[config.mk]
export PLATFORM = sky130hd
export DESIGN_NAME = mem_arbiter
export DESIGN_NICKNAME = d
export VERILOG_FILES = /design/src/rtl/mem_arb_pkg.sv /design/src/rtl/arb_pick2.sv /design/src/rtl/mem_arbiter.sv
export SDC_FILE = /design/constraint.sdc
export NUM_CORES = 1
export LEC_CHECK = 0
export ABC_AREA = 1
export ABC_CLOCK_PERIOD_IN_PS = 4500
export CAP_MARGIN = 0
export CORE_AREA = 2 2 139 107
export DETAILED_ROUTE_END_ITERATION = 8
export DIE_AREA = 0 0 141 109
export MAX_ROUTING_LAYER = met4
export PLACE_DENSITY = 0.86
export SYNTH_ARGS = -nofsm -noshare
export SYNTH_HDL_FRONTEND = slang
export SYNTH_HIERARCHICAL = 1
export SYNTH_SLANG_ARGS = --single-unit
[constraint.sdc]
create_clock -name clock -period 4.5 [get_ports clock]
set_input_delay 1.125 -clock clock [delete_from_list [all_inputs] [get_ports clock]]
set_output_delay 1.125 -clock clock [all_outputs]
set_load 0.005 [all_outputs]
[src/rtl/mem_arb_pkg.sv]
// mem_arb_pkg
// Shared definitions for the memory arbiter slice.
//   arb_state_t        : arbiter FSM states (IDLE, ACC_IF, ACC_D)
//   DATA_LIMIT_DEFAULT : first word address outside the writable data region
//   TEXT_BASE_DEFAULT  : byte base address of the instruction region
//   fetch_word_addr()  : maps a fetch byte address into the unified word space
//                        (range checking only; the memory sees the raw address)
package mem_arb_pkg;

    typedef enum logic [1:0] {
        IDLE   = 2'd0,
        ACC_IF = 2'd1,
        ACC_D  = 2'd2
    } arb_state_t;

    localparam int unsigned DATA_LIMIT_DEFAULT = 512;
    localparam logic [31:0] TEXT_BASE_DEFAULT  = 32'h0040_0000;

    // Instruction words live directly above the data words in the unified memory.
    function automatic logic [31:0] fetch_word_addr(input logic [31:0] a,
                                                    input logic [31:0] text_base,
                                                    input logic [31:0] data_limit);
        return ((a - text_base) >> 2) + data_limit;
    endfunction

endpackage

[src/rtl/arb_pick2.sv]
// arb_pick2
// Two-way request picker used by mem_arbiter while it is idle.
// Configuration macro: ARB_RR_EN
//   defined   : round-robin; on a tie the requester not served last wins.
//               The pointer moves on every grant and resets to "data served last".
//   undefined : fixed priority, data before fetch; no state at all.
// Ports:
//   clock, resetn : clock and async active-low reset (ARB_RR_EN only)
//   grant         : a grant is being issued this cycle (ARB_RR_EN only)
//   req_if, req_d : fetch / data requests
//   pick_if, pick_d : one-hot (or zero) selection
import mem_arb_pkg::*;

module arb_pick2 (
`ifdef ARB_RR_EN
    input  logic clock,
    input  logic resetn,
    input  logic grant,
`endif
    input  logic req_if,
    input  logic req_d,
    output logic pick_if,
    output logic pick_d
);

`ifdef ARB_RR_EN
    logic last_d;

    // Remember which side was served last so a tie goes to the other one.
    always_ff @(posedge clock or negedge resetn) begin
        if (!resetn) begin
            last_d <= 1'b1;
        end else if (grant) begin
            last_d <= pick_d;
        end
    end

    // Single requests win outright; a tie is broken by the pointer.
    always_comb begin
        pick_if = 1'b0;
        pick_d  = 1'b0;
        if (req_if && req_d) begin
            pick_d  = !last_d;
            pick_if = last_d;
        end else begin
            pick_d  = req_d;
            pick_if = req_if;
        end
    end
`else
    // Data accesses always take precedence over fetches.
    always_comb begin
        pick_d  = req_d;
        pick_if = req_if && !req_d;
    end
`endif

endmodule

[src/rtl/mem_arbiter.sv]
// mem_arbiter
// Arbitrates the single unified-memory port between instruction fetch and
// data load/store, rejecting out-of-region accesses before they reach memory.
// Configuration macro: ARB_RR_EN (round-robin instead of data-first priority).
// Ports:
//   clock, resetn              : clock, async active-low reset
//   if_req/if_addr             : fetch request and byte address
//   if_gnt/if_rvalid/if_rdata/if_err : fetch grant, completion, data, error
//   d_req/d_we/d_addr/d_wdata  : data request, store flag, word address, store data
//   d_gnt/d_rvalid/d_rdata/d_err : data grant, completion, data, error
//   mem_ena_W/mem_ena_R        : memory write / read enables
//   mem_addr/mem_data_W        : memory address / write data (latched)
//   mem_data_R                 : memory read data
import mem_arb_pkg::*;

module mem_arbiter #(
    parameter int unsigned DATA_LIMIT = DATA_LIMIT_DEFAULT,
    parameter logic [31:0] TEXT_BASE  = TEXT_BASE_DEFAULT
) (
    input  logic        clock,
    input  logic        resetn,
    input  logic        if_req,
    input  logic [31:0] if_addr,
    output logic        if_gnt,
    output logic        if_rvalid,
    output logic [31:0] if_rdata,
    output logic        if_err,
    input  logic        d_req,
    input  logic        d_we,
    input  logic [31:0] d_addr,
    input  logic [31:0] d_wdata,
    output logic        d_gnt,
    output logic        d_rvalid,
    output logic [31:0] d_rdata,
    output logic        d_err,
    output logic        mem_ena_W,
    output logic        mem_ena_R,
    output logic [31:0] mem_addr,
    output logic [31:0] mem_data_W,
    input  logic [31:0] mem_data_R
);

    localparam logic [31:0] DATA_LIMIT_W = 32'(DATA_LIMIT);

    arb_state_t  state;
    logic [31:0] lat_addr;
    logic [31:0] lat_wdata;
    logic        lat_we;
    logic        lat_err;
    logic        pick_if;
    logic        pick_d;
    logic [31:0] if_word;
    logic        if_addr_err;
    logic        d_addr_err;

    // Fetches must land in the text region; only stores are bounded on the data side.
    assign if_word     = fetch_word_addr(if_addr, TEXT_BASE, DATA_LIMIT_W);
    assign if_addr_err = (if_addr < TEXT_BASE) || (if_word < DATA_LIMIT_W);
    assign d_addr_err  = d_we && (d_addr >= DATA_LIMIT_W);

`ifdef ARB_RR_EN
    logic grant;

    assign grant = (state == IDLE) && (if_req || d_req);

    arb_pick2 u_pick (
        .clock   (clock),
        .resetn  (resetn),
        .grant   (grant),
        .req_if  (if_req),
        .req_d   (d_req),
        .pick_if (pick_if),
        .pick_d  (pick_d)
    );
`else
    arb_pick2 u_pick (
        .req_if  (if_req),
        .req_d   (d_req),
        .pick_if (pick_if),
        .pick_d  (pick_d)
    );
`endif

    // Enables decode straight from state so an async reset kills a pending
    // write before the memory's falling-edge commit.
    assign mem_ena_R  = (state != IDLE) && !lat_we && !lat_err;
    assign mem_ena_W  = (state == ACC_D) && lat_we && !lat_err;
    assign mem_addr   = lat_addr;
    assign mem_data_W = lat_wdata;

    // Arbiter FSM: IDLE picks and latches a winner, each ACC state lasts one
    // cycle and returns a registered response pulse on the way back to IDLE.
    always_ff @(posedge clock or negedge resetn) begin
        if (!resetn) begin
            state     <= IDLE;
            if_gnt    <= 1'b0;
            if_rvalid <= 1'b0;
            if_err    <= 1'b0;
            if_rdata  <= 32'd0;
            d_gnt     <= 1'b0;
            d_rvalid  <= 1'b0;
            d_err     <= 1'b0;
            d_rdata   <= 32'd0;
            lat_addr  <= 32'd0;
            lat_wdata <= 32'd0;
            lat_we    <= 1'b0;
            lat_err   <= 1'b0;
        end else begin
            if_gnt    <= 1'b0;
            if_rvalid <= 1'b0;
            if_err    <= 1'b0;
            d_gnt     <= 1'b0;
            d_rvalid  <= 1'b0;
            d_err     <= 1'b0;
            case (state)
                IDLE: begin
                    if (pick_d) begin
                        state     <= ACC_D;
                        d_gnt     <= 1'b1;
                        lat_addr  <= d_addr;
                        lat_wdata <= d_wdata;
                        lat_we    <= d_we;
                        lat_err   <= d_addr_err;
                    end else if (pick_if) begin
                        state     <= ACC_IF;
                        if_gnt    <= 1'b1;
                        lat_addr  <= if_addr;
                        lat_wdata <= 32'd0;
                        lat_we    <= 1'b0;
                        lat_err   <= if_addr_err;
                    end
                end
                ACC_IF: begin
                    state     <= IDLE;
                    if_rvalid <= 1'b1;
                    if_err    <= lat_err;
                    if_rdata  <= lat_err ? 32'd0 : mem_data_R;
                end
                ACC_D: begin
                    state    <= IDLE;
                    d_rvalid <= 1'b1;
                    d_err    <= lat_err;
                    if (!lat_we) begin
                        d_rdata <= lat_err ? 32'd0 : mem_data_R;
                    end
                end
                default: begin
                    state <= IDLE;
                end
            endcase
        end
    end

endmodule

======== Word level (Yosys, flattened, before mapping) ========
Index checks and enable logic that the tools add are counted.
operators by class
  $add $sub $neg .......................... 2
  order comparisons ....................... 3
  equality and inequality tests ........... 3
  muxes and demuxes ....................... 21
  bitwise logic cells ..................... 1
  reduce and logical (&&, ||, !) cells .... 15
operators by type and width
  cell                                                                  number
  2-to-1 mux 32 bit                                                     5
  greater-or-equal comparator 32 x 10 -> 1 bit (second input constant)  1
  < comparator 32 x 23 -> 1 bit (second input constant)                 1
  subtractor 32 x 23 -> 32 bit (second input constant)                  1
  adder 30 x 10 -> 31 bit (second input constant)                       1
  < comparator 31 x 10 -> 1 bit (second input constant)                 1
  2-to-1 mux 1 bit                                                      13
  logical AND 1 bit                                                     6
  2-to-1 mux 2 bit                                                      3
  AND reduction 2 bit                                                   2
  nonzero test 2 bit                                                    2
  logical NOT 1 bit                                                     3
  inequality test 3 bit (second input constant)                         1
  == test 2 x 1 -> 1 bit (second input constant)                        1
  == test 2 bit (second input constant)                                 1
  logical NOT 2 bit                                                     1
  logical OR 1 bit                                                      1
  NOT 1 bit                                                             1
storage, ports and cells
  flip-flop bits (word level) ............. 138
  input bits .............................. 133
  output and inout port bits .............. 136
  logic and storage cells ................. 58

======== Logic depth before layout (Yosys ltp) ========
Gate-level depths: netlist of run 1.
  depth in word-level cells ............... 6
  gate-level depth with buffers ........... 18
  depth with buffers taken out ............ 18

======== By module ========
The synthesis of run 1 kept the hierarchy.
modules (own cells, without submodules)
  module       times used  cells each  area each (um^2)  sequential area each (um^2)
  mem_arbiter  1           736         6436.2            3453.3
  arb_pick2    1           3           17.5              0.0

======== Least setup slack after synthesis of run 1 ========
OpenSTA, ideal clock, no wires.
  path kind ............................... input to register
  start ................................... input if_addr[22]
  end ..................................... register lat_err
  library setup time ...................... 117 ps
  arrival time ............................ 2441 ps
  data required time ...................... 4383 ps
  path slack .............................. 1942 ps
  cell stages on the path ................. 16
  buffers on the path ..................... 0
  path through ............................ inv_2 ha_1 nor3_1 nand2_1 nor2_2 nand2_2 nor2_4 nand3_1 nand2_1 inv_1 nand2_1 nor2_2 nand2_1 nand2_1 nand2_1 nand2_1
between the ends
  word-level cells in the longest chain between the ends .. 6
  elaborated cells on any way between the ends .. 7
  classes of those cells .................. add/sub (2); order compare (2); mux (2); reduce/logical (1)
ends and longest elaborated chain
  element                        RTL line            source
  from (decl)                    mem_arbiter.sv:23   input logic [31:0] if_addr,
  subtractor 32 x 23 -> 32 bit   mem_arb_pkg.sv:23   return ((a - text_base) >> 2) + data_limit;
  adder 30 x 10 -> 31 bit        mem_arb_pkg.sv:23
  < comparator 31 x 10 -> 1 bit  mem_arbiter.sv:58   assign if_addr_err = (if_addr < TEXT_BASE) || (if_word < DATA_LIMIT_W);
  logical OR 1 bit (*)           mem_arbiter.sv:58
  2-to-1 mux 1 bit (*)           mem_arbiter.sv:124  end else if (pick_if) begin
  2-to-1 mux 1 bit (*)           mem_arbiter.sv:117  if (pick_d) begin
  to (signal assigned)           mem_arbiter.sv:123  lat_err <= d_addr_err;
  to (signal assigned)           mem_arbiter.sv:130  lat_err <= if_addr_err;
  to (decl)                      mem_arbiter.sv:49   logic lat_err;
Every way passes the cells marked *; elsewhere a longest branch is shown, timed or not. The select of a mux whose other input is x is not followed.
A chain may end at the register's enable or synchronous reset.

======== Final worst setup path of run 1 ========
  start ................................... register lat_err
  end ..................................... output mem_ena_W
between the ends
  word-level cells in the longest chain between the ends .. 2
ends and longest elaborated chain
  element            RTL line           source
  logical NOT 1 bit  mem_arbiter.sv:87  assign mem_ena_W = (state == ACC_D) && lat_we && !lat_err;
  logical AND 1 bit  mem_arbiter.sv:87
  to (decl)          mem_arbiter.sv:36  output logic mem_ena_W,
Every way passes these cells.

==> metrics.cfg, run 1 <==
[floorplan]
floorplan.initialDensity_pct = 45.7
io_pins = 269
fp-row-count = 38
die_h_um = 109
dieArea_mm2 = 0.0154
die_w_um = 141
core_area_mm2 = 0.0141

[logic_synthesis]
yosysSeqAreaShare_pct = 53.5
synth_area_mm2 = 0.00645
synthDistinctLibCells = 31
synthesis.nets = 874
synth_seq_cells = 138
async_flop_share_pct = 100
synth.avg_cell_area_um2 = 8.73
yosysWarnings = 6
syn_inst = 739
synth_edf_count = 0
synth_top_flop_cell = dfrtp_1

[final_layout]
area_delta_synth_final_pct = 53.7
final_nets = 1137
antenna_cells = 0
final_util_pct = 70.2
final_layout_size_suffix_gt1_share_pct = 11.1
fill_cells = 1084

[sta]
fin_crit_sh_pct = 65.8
worst_pin_slew_ns = 1.11
max_freq_ghz = 0.338
setup_viol = 0
post-route-min-period_ns = 2.96
fin_skew_ns = 0.00973
slew_headroom_pct = 26.1
hold_viol = 0
finalMaxSlewViolations = 0
rsz0062_at_grt = no
tns_ns = 0

[pwr]
switching_share_pct = 28.0
ir_drop_mv = 0.289
power.internal_uw = 3170
power.density_mw_per_mm2 = 444
combPwrFrac_pct = 28.8
p_clk_share_pct = 32.8
static-leakage-power_uw = 0.00466
p_seq_share_pct = 38.4
p_sw_uw = 1230

[placement]
dp_hpwl_mm = 13.6
place.gp.congestion = 0.889
numPortBuffers = 268

[routing]
wirelength_mm = 18.7
wl_per_cell_um = 15.7
drt-initial-drc-count = 354
firstDrtPassIters = 5
num_vias = 5983
final_antenna_net_count = 0
via_per_inst = 5.01
drc = 0

[job]
maxCapViolCount = 0

[setup_path]
start_kind = flip-flop
crit_required_ns = 3.38
crit_arrival_ns = 1.84
crit_path_end_kind = output pin
cp_cell_sequence = nor3_1, clkdlybuf4s50_1
critPathKind = reg2out
slowest_stage = dfrtp_1
slowest_delay_ns = 0.60
cp_max_fo = 16

[cts]
cts_resized = 0
clk_latency_ns = 0.41
cts_hold_buf = 0
cts_buffer_depth = 2
cts_made_buffers = 17
root_buffer = clkbuf_16
clkSinkCount = 138
htreeDepth = 4
post_cts_buffers = 0
path_clk_slew_ns = 0.06
cts_tree = done

[run_status]
status = complete, no violations

[global_routing]
grt_usage_pct = 25.4
grt-ovfl-total = 0
grt_pass1_wl_mm = 29.8
grt_pass1_vias = 5937
grt_max_degree = 86
antenna_found_initial = 0

[hold_path]
hp-class = reg2reg

==> flip-flops by register name, indices dropped and copies added (netlist names) <==
register	cells
d_err	1
d_gnt	1
d_rdata	32
d_rvalid	1
if_err	1
if_gnt	1
if_rdata	32
if_rvalid	1
lat_err	1
lat_we	1
mem_addr	32
mem_data_W	32
state	2
==> cells by family (layout without fill, tap and decap cells) <==
logic type / after synthesis / after routing / share of synthesized area (%)
simple gates: 387 / 387 / 25.8
flops: 138 / 138 / 53.5
buf+inv: 106 / 382 / 6.36
compound gates: 74 / 74 / 8.36
mux: 32 / 32 / 5.58
fa+ha+maj: 2 / 2 / 0.388
==> power groups by stage <==
stage / Combinational, uW / Clock (uW) / Sequential [uW]
after floorplan: 402 / 0 / 1710
after global placement: 1250 / 0 / 1690
after detailed placement: 1270 / 0 / 1710
after CTS: 1280 / 1470 / 1690
after global routing: 1380 / 1530 / 1720
final: 1270 / 1450 / 1690
==> critical path: cells and delay by family (launching register included) <==
kind                   cells  cell delay (ns)
DFF                        1             0.60
buffers and inverters      1             0.57
and+or+nand+nor            1             0.27
==> per-stage QoR <==
| stage | setup WS (ns) | std cells | hold slack (ns) | total power (uW) | cell area [um2] |
|---|---|---|---|---|---|
| after detailed placement | 1.17 | 1163 | 0.465 | 2980 | 9300 |
| after global routing | 1.23 | 1195 | 0.494 | 4630 | 9920 |
| after CTS | 1.49 | 1195 | 0.477 | 4440 | 9920 |
| after floorplan | 1.94 | 739 | 0.436 | 2110 | 6450 |
| after global placement | 1.24 | 1163 | 0.461 | 2940 | 9300 |
| final | 1.54 | 1195 | 0.469 | 4400 | 9920 |
==> synth_stat cells, types with 7 or more instances <==
master	number	share of area, %
nand2_1	239	14
dfrtp_1	138	54
nor2_1	89	5.2
inv_1	67	3.9
a22o_1	32	4.3
a31oi_1	32	3.1
mux2_2	32	5.6
clkbuf_1	19	1.1
nand3_1	14	1.1
nand2_2	8	0.78
nor2_4	8	1.4
buf_1	7	0.41
buf_2	7	0.54
==> cell type report <==
type / instances / area, um2 / share of cell area, %
flip-flops and latches: 138 / 3450 / 34.8
repair buffers: 278 / 2760 / 27.8
multi-input cells: 495 / 2590 / 26.2
clock buffers: 18 / 439 / 4.43
inverters: 72 / 270 / 2.72
well taps: 180 / 225 / 2.27
clock inverters: 14 / 176 / 1.78
==> per-layer routing <==
layer	vias up	share of wire, %	GRT usage, %
li1	2889	-	-
met1	2834	45	32.7
met2	243	47	41.0
met3	17	6.6	5.71
met4	0	1.1	7.14
met5	-	0	-
==> placed cells by master (no fill, tap or decap), types with 2 or more instances in the layout <==
| cell | instances |
|---|---|
| a31oi_1 | 32 |
| inv_2 | 6 |
| inv_1 | 66 |
| ha_1 | 2 |
| inv_6 | 6 |
| nand2_2 | 8 |
| clkbuf_16 | 17 |
| nor2_2 | 8 |
| clkdlybuf4s50_1 | 267 |
| a22o_1 | 32 |
| nor3_1 | 5 |
| mux2_2 | 32 |
| bufinv_16 | 2 |
| buf_4 | 10 |
| nor2_1 | 87 |
| nand4_1 | 5 |
| nand2_4 | 3 |
| o21ai_0 | 3 |
| nor4_1 | 5 |
| nand3_2 | 2 |
| nand3_1 | 14 |
| dfrtp_1 | 138 |
| clkinv_4 | 2 |
| nor2_4 | 8 |
| nand2_1 | 239 |
| inv_8 | 2 |
| o21ai_1 | 3 |
==> final timing paths <==
check	from	to	slack, ns	cells after the start
setup / recovery	lat_err$_DFFE_PN0P_	mem_ena_W	1.54	2
hold / removal	state[0]$_DFFE_PN0P_	d_rvalid$_DFF_PN0_	0.47	1
setup reg to reg	state[1]$_DFFE_PN0P_	if_rdata[20]$_DFFE_PN0P_	2.54	6
hold reg to reg	state[0]$_DFFE_PN0P_	d_rvalid$_DFF_PN0_	0.47	1
max in group asynchronous	resetn	if_err$_DFF_PN0_	2.86	2
min in group asynchronous	resetn	mem_data_W[29]$_DFFE_PN0P_	0.75	1
Note: power is estimated with default switching activity, not from simulation.
==> inputs of run 2 (changes only) <==
Settings changed: ABC_CLOCK_PERIOD_IN_PS 4500 to 2400, CORE_AREA 2 2 139 107 to 2 2 152 117, DIE_AREA 0 0 141 109 to 0 0 154 119, PLACE_DENSITY 0.86 to 0.76.
Clock period 4.5 ns to 2.4 ns, I/O delays scaled along.
==> metrics.cfg, run 2 (synthesis results as in run 1) <==
[sta]
finalMaxSlewViolations = 0
slew_headroom_pct = 69.8
tns_ns = 0
hold_viol = 0
fin_skew_ns = 0.00640
setup_viol = 0
rsz0062_at_grt = no
max_freq_ghz = 0.455
worst_pin_slew_ns = 0.453
fin_crit_sh_pct = 91.6
post-route-min-period_ns = 2.20

[global_routing]
grt_pass1_wl_mm = 30.6
grt_usage_pct = 22.0
grt_max_degree = 80
antenna_found_initial = 0
grt-ovfl-total = 0
grt_pass1_vias = 5802

[setup_path]
path_delay_family = simple AND/OR/NAND/NOR gates
crit_buf_inv = 2
cp_common_cell = nand2_1
crit_path_end_kind = flip-flop
r2r_setup_slack_ns = 0.71
crit_required_ns = 2.75
slowest_delay_ns = 0.49
critPathKind = in2reg
slowest_stage = clkdlybuf4s50_1
start_kind = primary input
cp_cell_sequence = clkdlybuf4s50_1, inv_2, ha_1, nor3_1, nand2_1, nor2_2, nand2_2, nor2_4, nand2_1, nand2_1, nand3_1, nor2_1, nand2_1, nand2_1, nand2_1, nand2_1
cp_max_fo = 3
crit_arrival_ns = 2.55

[final_layout]
fin_cells = 1261
postLayoutCellArea_mm2 = 0.0102
final_nets = 1163
antenna_cells = 0
fill_cells = 1490
final_cell_mix = clkdlybuf4s50_1, nand2_1, dfrtp_1, nor2_1, inv_1
layout_commonest_cell = clkdlybuf4s50_1
area_delta_synth_final_pct = 57.9
final_layout_size_suffix_gt1_share_pct = 13.4

[routing]
via_per_inst = 4.79
drt-initial-drc-count = 380
wl_per_cell_um = 15.2
num_vias = 6036
highest_layer = met4
firstDrtPassIters = 4
wirelength_mm = 19.1
wl_met3_mm = 1.35
wl_met2_mm = 8.55
final_antenna_net_count = 0
drc = 0
met1_length_mm = 8.95

[placement]
dp_hpwl_mm = 13.9
numPortBuffers = 268
dp.cells = 1228
dpl_cell_area_mm2 = 0.00960
place.gp.congestion = 0.871

[floorplan]
dieArea_mm2 = 0.0183
die_h_um = 119
floorplan.initialDensity_pct = 37.8
io_pins = 269
core_area_mm2 = 0.0171
die_w_um = 154
fp-row-count = 42

[run_status]
status = complete, no violations

[cts]
cts_tree = done
cts_buffer_depth = 2
root_buffer = clkbuf_16
path_clk_slew_ns = 0.07
clkSinkCount = 138
post_cts_buffers = 0
clk_latency_ns = 0.41
cts_made_buffers = 17
htreeDepth = 4

[pwr]
power.density_mw_per_mm2 = 803
ir_drop_mv = 0.487
total_power_uw = 8180
static-leakage-power_uw = 0.00480

[hold_path]
hp-class = reg2reg

[job]
maxCapViolCount = 0

[run 2: layout make-up]
cell class | instances | area, um2 | share of cell area (%)
inverter | 72 | 270 | 2.65
clock inverter | 15 | 154 | 1.51
clock buffer | 17 | 425 | 4.17
multi-input combinational | 495 | 2600 | 25.5
tap | 220 | 275 | 2.70
sequential | 138 | 3450 | 33.9
timing repair buffer | 304 | 3020 | 29.6
[run 2: worst paths after layout]
kind,depth (start not counted),startpoint,end
worst max-delay path,16,if_addr[22],lat_err$_DFFE_PN0P_
worst min-delay path,1,state[0]$_DFFE_PN0P_,d_rvalid$_DFF_PN0_
worst min register to register,1,state[0]$_DFFE_PN0P_,d_rvalid$_DFF_PN0_
min in group asynchronous,2,resetn,d_rdata[22]$_DFFE_PN0P_
max in group asynchronous,3,resetn,mem_addr[6]$_DFFE_PN0P_
worst max register to register,5,state[0]$_DFFE_PN0P_,d_rdata[15]$_DFFE_PN0P_
[run 2: where the power goes]
group / leakage [uW] / internal, uW / switching (uW) / total, uW
Sequential: 0.00169 / 2860 / 295 / 3160
Clock: 0.000287 / 1470 / 1130 / 2600
Combinational: 0.00282 / 1520 / 910 / 2430
Total: 0.00480 / 5850 / 2340 / 8180
[run 2: stage by stage]
| step | setup slack [ns] | hold WS (ns) | utilization, % |
|---|---|---|---|
| after floorplan | 0.367 | 0.304 | - |
| after global placement | -0.181 | 0.418 | 56.2 |
| after global routing | 0.00328 | 0.511 | 59.7 |
| final | 0.202 | 0.480 | 59.7 |
| after CTS | 0.149 | 0.482 | 59.7 |
| after detailed placement | -0.227 | 0.417 | 56.2 |
[run 2: repair_timing]
item / 4_1_cts / 5_1_grt
hold endpoints to repair: 7 / 0
gates resized for setup: 1 / 1
endpoints found under the setup margin: 1 / 1
hold buffers: 1 / 0
[run 2: routing by layer]
layer  vias to the layer above  GRT usage (%)
li1                       2948              -
met1                      2839           29.9
met2                       229           32.2
met3                        20           6.70
met4                         0           5.84
met5                         -              -
